$ cat src/rtl/code84_bcd_seq.sv
// Assembles NDIG serial 84-2-1 digits into a packed BCD word, first digit in the MS nibble.
// Invalid codes land as 4'hF and set a frame-sticky error flag.

module othertoBCD (
  input  logic [3:0] code_i,
  output logic [3:0] bcd_o,
  output logic       inv_o
);
  always_comb begin
    bcd_o = 4'hF;
    inv_o = 1'b0;
    case (code_i)
      4'b0000: bcd_o = 4'd0;
      4'b0111: bcd_o = 4'd1;
      4'b0110: bcd_o = 4'd2;
      4'b0101: bcd_o = 4'd3;
      4'b0100: bcd_o = 4'd4;
      4'b1011: bcd_o = 4'd5;
      4'b1010: bcd_o = 4'd6;
      4'b1001: bcd_o = 4'd7;
      4'b1000: bcd_o = 4'd8;
      4'b1111: bcd_o = 4'd9;
      default: inv_o = 1'b1;
    endcase
  end
endmodule

module code84_bcd_seq #(
  parameter int NDIG = 4
) (
  input  logic              clk,
  input  logic              rst_n,
  input  logic              start,
  input  logic              abort,
  input  logic [3:0]        din,
  input  logic              din_valid,
  output logic              din_ready,
  output logic [4*NDIG-1:0] bcd_out,
  output logic              out_valid,
  input  logic              out_ready,
  output logic              err,
  output logic              busy
);
  localparam int CW = (NDIG > 1) ? $clog2(NDIG) : 1;
  localparam logic [CW-1:0] LAST = CW'(NDIG - 1);

  typedef enum logic [1:0] {IDLE, COLLECT, DONE} state_t;

  state_t            state_q, state_d;
  logic [CW-1:0]     cnt_q, cnt_d;
  logic [4*NDIG-1:0] shift_q, shift_d, shift_in;
  logic              err_q, err_d;
  logic [3:0]        nib;
  logic              inv;

  othertoBCD u_conv (.code_i(din), .bcd_o(nib), .inv_o(inv));

  generate
    if (NDIG == 1) begin : g_one
      assign shift_in = nib;
    end else begin : g_many
      assign shift_in = {shift_q[4*NDIG-5:0], nib};
    end
  endgenerate

  // Handshake outputs decode the state register only.
  assign din_ready = (state_q == COLLECT);
  assign out_valid = (state_q == DONE);
  assign busy      = (state_q != IDLE);
  assign bcd_out   = shift_q;
  assign err       = err_q;

  always_comb begin
    state_d = state_q;
    cnt_d   = cnt_q;
    shift_d = shift_q;
    err_d   = err_q;
    if (abort) begin
      state_d = IDLE;
      cnt_d   = '0;
      shift_d = '0;
      err_d   = 1'b0;
    end else begin
      case (state_q)
        IDLE: if (start) begin
          state_d = COLLECT;
          cnt_d   = '0;
          shift_d = '0;
          err_d   = 1'b0;
        end
        COLLECT: if (din_valid && din_ready) begin
          shift_d = shift_in;
          err_d   = err_q | inv;
          cnt_d   = cnt_q + CW'(1);
          if (cnt_q == LAST) state_d = DONE;
        end
        DONE: if (out_ready) state_d = IDLE;
        default: state_d = IDLE;
      endcase
    end
  end

  always_ff @(posedge clk or negedge rst_n) begin
    if (!rst_n) begin
      state_q <= IDLE;
      cnt_q   <= '0;
      shift_q <= '0;
      err_q   <= 1'b0;
    end else begin
      state_q <= state_d;
      cnt_q   <= cnt_d;
      shift_q <= shift_d;
      err_q   <= err_d;
    end
  end
endmodule

$ cat config.mk
export PLATFORM = sky130hd
export DESIGN_NAME = code84_bcd_seq
export DESIGN_NICKNAME = d
export VERILOG_FILES = /design/src/rtl/code84_bcd_seq.sv
export SDC_FILE = /design/constraint.sdc
export NUM_CORES = 1
export LEC_CHECK = 0
export BUFFER_PORTS_ARGS = -buffer_cell sky130_fd_sc_hd__clkbuf_2
export CORE_MARGIN = 2
export CORE_UTILIZATION = 50
export DETAILED_ROUTE_END_ITERATION = 10
export HOLD_SLACK_MARGIN = 0.05
export PLACE_DENSITY = 0.8
export SLEW_MARGIN = 30
export SYNTH_ARGS = -nofsm -noshare
export SYNTH_HDL_FRONTEND = slang
export SYNTH_HIERARCHICAL = 1
export SYNTH_SLANG_ARGS = --single-unit
$ cat constraint.sdc
create_clock -name clk -period 1.5 [get_ports clk]
set_input_delay 0.15 -clock clk [delete_from_list [all_inputs] [get_ports clk]]
set_output_delay 0.15 -clock clk [all_outputs]
set_load 0.01 [all_outputs]
======== After elaboration in Yosys (flattened, before gate mapping) ========
Index checks and enable logic that the tools add are counted.
cells by class
  add/subtract/negate cells ............... 1
  multiply operators ...................... 0
  divide/modulo/power cells ............... 0
  $lt $le $gt $ge ......................... 0
  equality and inequality tests ........... 16
  shift operators ......................... 0
  multiplexer cells ....................... 20
  bitwise operators ....................... 1
  reduce and logical (&&, ||, !) cells .... 8
operator list
  cell                   number
  $mux W16               3
  $pmux W4 S10           1
  $pmux W16 S2           1
  $eq A4 B4 Y1 const B   5
  $eq A4 B3 Y1 const B   4
  $mux W2                8
  $reduce_or A10 Y1      1
  $ne A3 B2 Y1 const B   3
  $pmux W2 S3            1
  $eq A2 B2 Y1 const B   2
  $logic_not A4 Y1       1
  $mux W1                4
  $pmux W2 S2            1
  $reduce_and A4 Y1      1
  $ne A3 B3 Y1 const B   1
  $reduce_and A3 Y1      1
  $reduce_bool A3 Y1     1
  $add A2 B1 Y2 const B  1
  $eq A2 B1 Y1 const B   1
  $logic_not A2 Y1       1
  $pmux W1 S2            1
  $reduce_bool A2 Y1     1
  $logic_and A1 B1 Y1    1
  $or A1 B1 Y1           1
word-level totals
  register bits after elaboration ......... 21
  bits in latches ......................... 0
  RAM bits ................................ 0
  bits in read-only memories .............. 0
  word-level logic and storage cells ...... 50
  memories kept ........................... 0

======== Logic depth before layout (Yosys ltp) ========
Gate-level depths: netlist (run 1).
  depth after elaboration ................. 7
  gate-level depth with buffers ........... 6
  mapped depth without buffers ............ 5

======== Cells and area by module ========
Netlist (run 1), hierarchy kept.
modules (own cells, without submodules)
  module          instances  cells an instance  area each (um2)
  code84_bcd_seq  1          99                 954.7
  othertoBCD      1          13                 93.8

======== Least setup slack after synthesis (run 1) ========
Ideal clock, no wire load.
  kind .................................... register to register
  start point ............................. register state_q[0]
  end point ............................... register shift_q[12] (netlist: bcd_out[12])
  arrival time ............................ 1047 ps
  data required time ...................... 1366 ps
  slack ................................... 319 ps
  cell stages (with the launch flop) ...... 7
  path buffers ............................ 3
  period minus slack after synthesis ...... 1181 ps
  cell sequence ........................... dfrtp_1 buf_6 and3b_1 buf_4 buf_4 nand2_1 a21oi_2
between the ends
  word-level cells in the longest chain between the ends .. 4
  elaborated cells between the ends (all ways) .. 9
  those cells by class .................... eq/ne (3); mux (2); reduce/logical (4)
ends and longest elaborated chain
  element                      line    source
  from (decl)                  49      state_t state_q, state_d;
  from (signal assigned)       110     state_q <= state_d;
  $eq A2 B1 Y1                 67, 84
  $logic_and A1 B1 Y1          91      COLLECT: if (din_valid && din_ready) begin
  $ne A3 B2 Y1 (no line)       n/a
  $reduce_and A3 Y1 (no line)  n/a
  to (signal assigned)         112     shift_q <= shift_d;
  to (decl)                    51      logic [4*NDIG-1:0] shift_q, shift_d, shift_in;
Several ways; a longest one is shown, not always the timed one.
A chain may end at the register's enable or synchronous reset.

======== Final worst setup path (run 1) ========
  start point ............................. register state_q[1]
  end point ............................... output port busy
between the ends
  word-level cells in the longest chain between the ends .. 1
ends and longest elaborated chain
  element             line  source
  $reduce_bool A2 Y1  69    assign busy = (state_q != IDLE);
  to (decl)           42    output logic busy
No other way between the ends.

==> results of run 1 <==
stage by stage:
| step | util | area, µm² | std cells |
|---|---|---|---|
| 2_1_floorplan | - | 1049 | 112 |
| 3_3_place_gp | 0.6154 | 1207 | 165 |
| 3_5_place_dp | 0.6154 | 1207 | 165 |
| 4_1_cts | 0.6346 | 1245 | 170 |
| 5_1_grt | 0.6346 | 1245 | 170 |
| 6_report | 0.6346 | 1245 | 170 |
cell type report:
type	count	share of cell area
well taps	27	0.02714
inverters	1	0.003015
clock inverters	1	0.004020
clock buffers	3	0.01809
repair buffers	35	0.1548
flip-flops and latches	21	0.4221
multi-input cells	82	0.3709
critical path, delay by kind of cell, from the launching register on:
| family | cells | cell delay [ns] |
|---|---|---|
| and+or+nand+nor | 1 | 0.16 |
| DFF | 1 | 0.41 |
| buffers and inverters | 3 | 0.38 |
logic make-up (layout without fill, tap and decap cells):
kind of cell               count (synthesis)  count (layout)  share of synthesized area
and+or+nand+nor                           33              33                     0.1480
muxes                                      1               1                    0.02148
DFF                                       21              21                     0.5012
AOI/OAI and AO/OA                         46              46                     0.2506
xor gates and xnor gates                   1               1                   0.008355
adders and majority gates                  1               1                    0.01193
buffers and inverters                      9              40                    0.05846
registers in the layout (all words and copies together), names as in the netlist:
name and cells:
bcd_out 16, state_q 2, err 1, cnt_q 2
where the power goes:
part	total [µW]	internal (µW)	leakage (µW)	switching, µW
clock	269	99.4	0.0000177	169
combinational	137	55.9	0.000290	81.2
sequential	588	576	0.000290	11.4
worst paths after layout:
path	startpoint	endpoint	slack, ns	cells past startpoint
setup / recovery	state_q[1]	busy	0.1	4
hold / removal	din_valid	state_q[0]	0.10	2
setup reg to reg	state_q[0]	bcd_out[4]	0.18	4
hold reg to reg	cnt_q[0]	cnt_q[0]	0.50	1
max in group asynchronous	rst_n	bcd_out[13]	0.81	2
min in group asynchronous	rst_n	bcd_out[11]	0.34	2
layout by cell type (no fill, tap or decap):
cell           netlist  layout
clkbuf_2             1      29
dfrtp_1             21      21
nand2_1             18      18
a21oi_1             17      17
o21ai_1             10      10
o21ai_0              8       8
nor2_1               6       6
buf_4                2       5
clkbuf_4             1       3
and3b_1              2       2
a211oi_1             2       2
nand2b_1             2       2
nor2b_1              1       1
inv_1                1       1
and2b_1              1       1
mux2i_4              1       1
a21oi_2              1       1
o21a_1               1       1
nand4b_1             1       1
a31oi_1              1       1
ha_1                 1       1
clkinv_2             0       1
dlygate4sd3_1        0       1
and2_2               1       1
o21bai_1             1       1
o2bb2ai_1            1       1
xnor2_1              1       1
nor3_1               1       1
a311oi_1             1       1
a21o_2               1       1
a21o_1               1       1
o22a_1               1       1
repair_timing:
| action | CTS | global route |
|---|---|---|
| hold buffers | 1 | 0 |
| setup buffers | 0 | 0 |
| endpoints found under the hold margin | 21 | 0 |
per-layer routing:
layer  wire length, µm  global-route usage  share of wire
met4                14             0.05556         0.0063
met3               108             0.04242          0.049
met5                 0                   0              0
met1               952              0.2475           0.43
met2              1143              0.3533           0.52
==> impl_metrics.yaml, run 1 <==
timing:
  period_needed_ns: 1.400
  fin_crit_sh: 0.9336
  max_slew_margin: 0.6540
  whs_ns: 0.1037
  rsz0062_at_grt: "no"
  fin_ws_ns: 0.09966
  max_freq_ghz: 0.7141
  setup_violations: 0
  tightestPinTransition_ns: 0.5190
  hold_viol: 0
  slew_viol_final: 0
  fin_worst_skew_ns: 0.001890
  setup-tns-final_ns: 0
place:
  finalWeightedCongestion: 0.7267
  port-buffer-count: 29
  dp_slack_ns: 0.2052
  dp_hpwl_um: 1592
synthesis:
  yosysWarningCount: 6
  synth_top_area_share: 0.5012
  syn_inst: 112
  yosysMostFrequentCell: "dfrtp_1"
  syn_area_per_cell_um2: 9.362
  synthArstFlopShare: 1.000
  synth_edf_count: 0
  synth_seq_cells: 21
  synth_area_um2: 1049
  synth_common_cells: "dfrtp_1 (21), nand2_1 (18), a21oi_1 (17)"
  synth.largest_area_cell: "dfrtp_1"
  synthTopCellsByArea: "dfrtp_1 (50%), a21oi_1 (8.1%), nand2_1 (6.4%)"
  yosysUniqueCellTypes: 32
  synth_seq_area_share: 0.5012
  syn_nets: 123
  synth_ff_type: "dfrtp_1"
final_layout:
  nets: 155
  multi_input_area_um2: 461.7
  area_growth_pct: 18.73
  num-fill-cells: 180
  layout.area.seq_um2: 525.5
  n_antenna_cell: 0
  drive_gt1_frac: 0.2937
floorplanning:
  die_h_um: 49.80
  core_um2: 1962
  io_pins: 30
  dieArea_um2: 2480
  initial_utilization: 0.5344
  die_w_um: 49.80
  row_count: 16
drt:
  dr.first_iter.drc_count: 19
  drc: 0
  via_per_inst: 5.394
  vias: 917
  wl_per_cell_um: 13.05
  firstDrtPassIters: 4
  wl_um: 2218
  final_antenna_net_count: 0
grt:
  globalRouteOverflowTotal: 0
  antenna_found_initial: 0
  grt_max_degree: 24
  grtUsageTotal: 0.2008
  grt_pass1_wl_um: 3836
  grt_pass1_vias: 867
worst_setup_path:
  critPathCaptureType: "output pin"
  startpoint_type: "flip-flop"
  crit_type: "reg2out"
  crit_path_cell_trace: "buf_4 -> nor2_1 -> inv_1 -> clkbuf_2"
  required_ns: 1.35
  critPathSlowestCell: "dfrtp_1"
  worstPathMaxFanout: 23
  critPathMaxStageDelay_ns: 0.41
  arrival_ns: 1.25
cts:
  clockRootBuffer: "clkbuf_4"
  cts_tree: "done"
  numCtsBuffers: 3
  clockBufferDepth: 2
  cts_resized: 0
  clk-insertion-delay-late_ns: 0.30
  cts.htree.levels: 1
  cts_sinks: 21
  clkTransAtPathRegs_ns: 0.12
min_path:
  holdCritPathClass: "in2reg"
run:
  max_cap_viol_count: 0
pwr:
  powerDensity_nw_per_um2: 798.0
  p_leak_uw: 0.0005976
  ir_drop_v: 0.0006074
  finalPower_uw: 993.5
run_status:
  run_status: "complete, no violations"
Note: power is estimated with default switching activity, not from simulation.
==> run 2, diff against run 1 <==
--- a/config.mk
+++ b/config.mk
@@ -10,7 +10,8 @@
 export CORE_UTILIZATION = 50
 export DETAILED_ROUTE_END_ITERATION = 10
 export HOLD_SLACK_MARGIN = 0.05
-export PLACE_DENSITY = 0.8
+export PLACE_DENSITY_LB_ADDON = 0.12
+export SKIP_LAST_GASP = 1
 export SLEW_MARGIN = 30
 export SYNTH_ARGS = -nofsm -noshare
 export SYNTH_HDL_FRONTEND = slang
==> run 2 against run 1 <==
  * Critical path depth decreased by 1
  * Worst setup slack improved by 0.013 ns
  * Power increased by 0.58%
  * Clock power increased by 2%
  * First-iteration DRC count increased by 26%
  * Sequential power about the same
  * Clock skew increased by 0.0037 ns
  * Sequential share of layout area decreased by 0.25 points
  * Combinational power about the same
  * Worst hold slack got worse by 0.014 ns
  * Utilization increased by 0.38 points
  * Highest routed layer unchanged
==> impl_metrics.yaml, run 2 (synthesized netlist as in run 1, its figures left out) <==
run_status:
  run_status: "complete, no violations"
cts:
  clockBufferDepth: 2
  cts_sinks: 21
  cts.htree.levels: 1
  post-cts-setup-buffers: 0
  cts_tree: "done"
  clk-insertion-delay-late_ns: 0.30
  clkTransAtPathRegs_ns: 0.12
  clockRootBuffer: "clkbuf_4"
  numCtsBuffers: 3
drt:
  wl_per_cell_um: 13.75
  via_per_inst: 5.637
  vias: 964
  top_layer: "met4"
  firstDrtPassIters: 4
  dr.first_iter.drc_count: 24
  wl_um: 2352
  dr_wl_met3_um: 142
  wl_met1_um: 985
  final_antenna_net_count: 0
  wl_met2_um: 1194
  drc: 0
worst_setup_path:
  critPathCaptureType: "output pin"
  critPathMaxStageDelay_ns: 0.43
  critPathBufInv: 2
  path_delay_family: "flip-flops"
  arrival_ns: 1.24
  critPathSlowestCell: "dfrtp_1"
  startpoint_type: "flip-flop"
  worstPathMaxFanout: 7
  required_ns: 1.35
  crit_path_cell_trace: "buf_4 -> and2b_1 -> clkbuf_2"
  crit_type: "reg2out"
floorplanning:
  row_count: 16
  die_h_um: 49.80
  dieArea_um2: 2480
  die_w_um: 49.80
  io_pins: 30
  core_um2: 1962
  initial_utilization: 0.5344
place:
  finalWeightedCongestion: 0.8265
  placed_cells: 166
  dp_hpwl_um: 1600
  port-buffer-count: 29
grt:
  grtUsageTotal: 0.2147
  grt_pass1_wl_um: 4091
  globalRouteOverflowTotal: 0
  grt_max_degree: 22
  antenna_found_initial: 0
  grt_pass1_vias: 902
final_layout:
  stdcell_count: 171
  n_antenna_cell: 0
  most-common-layout-cells: "clkbuf_2 (29), dfrtp_1 (21), nand2_1 (18), a21oi_1 (17), o21ai_1 (10)"
  nets: 156
  drive_gt1_frac: 0.2986
  largest_reg_flops: 16
  final_common_cell: "clkbuf_2"
  area_growth_pct: 19.45
timing:
  rsz0062_at_grt: "no"
  hold_viol: 0
  setup_violations: 0
  max_freq_ghz: 0.7207
  setup-tns-final_ns: 0
  slew_viol_final: 0
  period_needed_ns: 1.388
  max_slew_margin: 0.6380
  fin_worst_skew_ns: 0.005569
  fin_crit_sh: 0.9250
  tightestPinTransition_ns: 0.5430
run:
  max_cap_viol_count: 0
min_path:
  holdCritPathClass: "in2reg"
pwr:
  powerDensity_nw_per_um2: 797.8
  ir_drop_v: 0.0004073
  p_leak_uw: 0.0006033
==> run 2: metal layers <==
metal  global-route usage  up-vias
met5                    0        -
met4              0.07407        0
met3              0.03030        6
met2               0.3644       38
met1               0.2798      463
li1                     -      457
==> run 2: area by class of cell <==
type / instances / area, µm²
clock inverter: 1 / 5.005
clock buffer: 3 / 22.52
multi-input combinational: 82 / 461.7
sequential: 21 / 525.5
timing repair buffer: 36 / 200.2
tap: 27 / 33.78
inverter: 1 / 3.754
fill: 178 / 709.4
==> run 2: power breakdown <==
group	total, µW	internal [µW]	leakage, µW	switching [µW]
Sequential	586	577	0.000290	9.18
Clock	274	99.4	0.0000177	174
Combinational	140	55.3	0.000296	84.6
==> run 2: worst min-delay path, delay by kind of cell <==
family	cells	cell delay, ns
AND/OR/NAND/NOR	1	0.09
buffers and inverters	1	0.07
AO/OA/AOI/OAI	1	0.06
==> run 2: stage by stage <==
stage	area [µm²]	total power [µW]	worst slack [ns]	hold WS (ns)	utilization
floorplan	1049	679.1	0.3186	-0.1456	-
global placement	1215	729.5	0.2640	0.1382	0.6193
detailed placement	1215	733.4	0.2009	0.1537	0.6193
CTS	1252	1009	0.09212	0.08728	0.6384
global route	1252	1054	0.01968	0.09402	0.6384
finish	1252	999.2	0.1125	0.08938	0.6384
==> run 2: path summary, 6_finish.rpt <==
check,start,end,slack [ns],cells past startpoint
setup / recovery,state_q[0],out_valid,0.11,3
hold / removal,out_ready,state_q[1],0.09,3
setup reg to reg,state_q[0],bcd_out[14],0.18,4
hold reg to reg,cnt_q[0],cnt_q[0],0.51,1
max in group asynchronous,rst_n,bcd_out[6],0.79,2
min in group asynchronous,rst_n,state_q[1],0.35,2
==> run 2: what timing repair did <==
item / 4_1_cts / 5_1_grt
endpoints found under the setup margin: 0 / 0
endpoints found under the hold margin: 21 / 0
gates resized for setup: 0 / 0
hold buffers: 1 / 0
==> run 3, diff against run 2 <==
--- a/config.mk
+++ b/config.mk
@@ -11,6 +11,7 @@
 export DETAILED_ROUTE_END_ITERATION = 10
 export HOLD_SLACK_MARGIN = 0.05
 export PLACE_DENSITY_LB_ADDON = 0.12
+export REMOVE_ABC_BUFFERS = 1
 export SKIP_LAST_GASP = 1
 export SLEW_MARGIN = 30
 export SYNTH_ARGS = -nofsm -noshare
==> run 3 against run 2 <==
  * Worst hold slack improved by 0.020 ns
  * Combinational power decreased by 6%
  * Clock-buffer cell count increased by 1
  * Cell area decreased by 0.70%
  * Clock skew decreased by 0.0034 ns
  * Sequential cell count unchanged
  * Critical path type is now reg2reg
  * Critical endpoint is now bcd_out[0]
==> impl_metrics.yaml, run 3 (synthesized netlist as in run 1, its figures left out) <==
pwr:
  ir_drop_v: 0.0004832
  p_sw_frac: 0.2515
  intPower_uw: 732.6
  p_leak_uw: 0.0005955
  combPwrFrac: 0.135
  powerDensity_nw_per_um2: 786.9
  switching_power_uw: 246.1
  power_frac_seq: 0.600
  power_frac_clock: 0.264
worst_setup_path:
  worstPathMaxFanout: 17
  critPathCaptureType: "flip-flop"
  required_ns: 1.71
  crit_type: "reg2reg"
  startpoint_type: "flip-flop"
  arrival_ns: 1.58
drt:
  dr.first_iter.drc_count: 12
  wl_per_cell_um: 12.08
  via_per_inst: 5.100
  firstDrtPassIters: 3
  drc: 0
  final_antenna_net_count: 0
  wl_um: 2054
  vias: 867
floorplanning:
  row_count: 16
  initial_utilization: 0.5344
  io_pins: 30
  die_h_um: 49.80
  die_w_um: 49.80
  dieArea_um2: 2480
  core_um2: 1962
final_layout:
  num-fill-cells: 192
  n_antenna_cell: 0
  fin_util: 0.6339
  final_common_cell: "clkbuf_2"
  fin_area_um2: 1244
  nets: 155
  drive_gt1_frac: 0.2867
  most-common-layout-cells: "clkbuf_2 (29), dfrtp_1 (21), nand2_1 (18), a21oi_1 (17), o21ai_1 (10)"
  largest_reg_flops: 16
  area_growth_pct: 18.62
grt:
  antenna_found_initial: 0
  grt_pass1_vias: 768
  grt_pass1_wl_um: 3498
  grt_max_degree: 22
  grtUsageTotal: 0.1781
  globalRouteOverflowTotal: 0
timing:
  fin_ws_ns: 0.1329
  period_needed_ns: 1.367
  tightestPinTransition_ns: 0.5228
  fin_crit_sh: 0.9114
  max_freq_ghz: 0.7315
  max_slew_margin: 0.6515
  rsz0062_at_grt: "no"
  setup_violations: 0
  setup-tns-final_ns: 0
  fin_worst_skew_ns: 0.002213
  slew_viol_final: 0
  hold_viol: 0
cts:
  cts.htree.levels: 1
  clockRootBuffer: "clkbuf_4"
  numCtsBuffers: 3
  cts_tree: "done"
  clk-insertion-delay-late_ns: 0.29
  clockBufferDepth: 2
  cts_sinks: 21
  clkTransAtPathRegs_ns: 0.11
place:
  dp_slack_ns: 0.1699
  port-buffer-count: 29
  dpl_cell_area_um2: 1207
  finalWeightedCongestion: 0.6901
  dp_hpwl_um: 1497
run_status:
  run_status: "complete, no violations"
min_path:
  holdCritPathClass: "in2reg"
run:
  max_cap_viol_count: 0
run 3: cell types whose count changed in the layout (fill, tap and decap cells not counted), sizes merged:
| cell | delta |
|---|---|
| clkinv | -1 |
| clkbuf | +1 |
| buf | -1 |
run 3: through the flow:
step           hold WS [ns]  total power, µW  instances
2_1_floorplan       -0.1456            659.2        104
3_3_place_gp         0.1442            726.7        165
3_5_place_dp         0.1484            730.1        165
4_1_cts              0.1056            990.7        170
5_1_grt              0.1052             1028        170
6_report             0.1091            978.7        170
run 3: layout make-up:
class,count,area (µm²),area share
repair buffers,35,192.7,0.1549
well taps,27,33.78,0.02716
clock buffers,4,26.28,0.02113
multi-input cells,82,461.7,0.3712
inverters,1,3.754,0.003018
flip-flops and latches,21,525.5,0.4225
run 3: path summary, 6_finish.rpt:
path,startpoint,slack [ns],end,cells after the start
setup / recovery,state_q[0],0.13,bcd_out[0],4
hold / removal,out_ready,0.11,state_q[1],3
setup reg to reg,state_q[0],0.13,bcd_out[0],4
hold reg to reg,cnt_q[0],0.50,cnt_q[0],1
max in group asynchronous,rst_n,0.79,bcd_out[1],2
min in group asynchronous,rst_n,0.36,bcd_out[15],2
run 3: per-layer routing:
metal / vias to the layer above / share of wire / global-route usage
li1: 455 / - / -
met1: 394 / 0.46 / 0.2411
met2: 16 / 0.50 / 0.3067
met3: 2 / 0.033 / 0.01818
met4: 0 / 0.0068 / 0.04167
met5: - / 0 / 0
run 3: power groups by stage:
stage	clock network, µW	registers (µW)	logic (µW)
global placement	0	598	129
CTS	269	588	134
global route	289	590	149
detailed placement	0	599	131
finish	259	588	132
floorplan	0	600	59.2
run 3: worst max-delay path: stages (launching register included):
cell and delay (ns):
dfrtp_1 0.53, mux2i_4 0.28, buf_4 0.23, o21ai_0 0.10, a21oi_1 0.15
run 3: timing repair:
item / CTS / global route
resized for setup: 0 / 0
hold buffers: 1 / 0
setup endpoints to repair: 0 / 0
buffers inserted: 0 / 0
endpoints found under the hold margin: 21 / 0
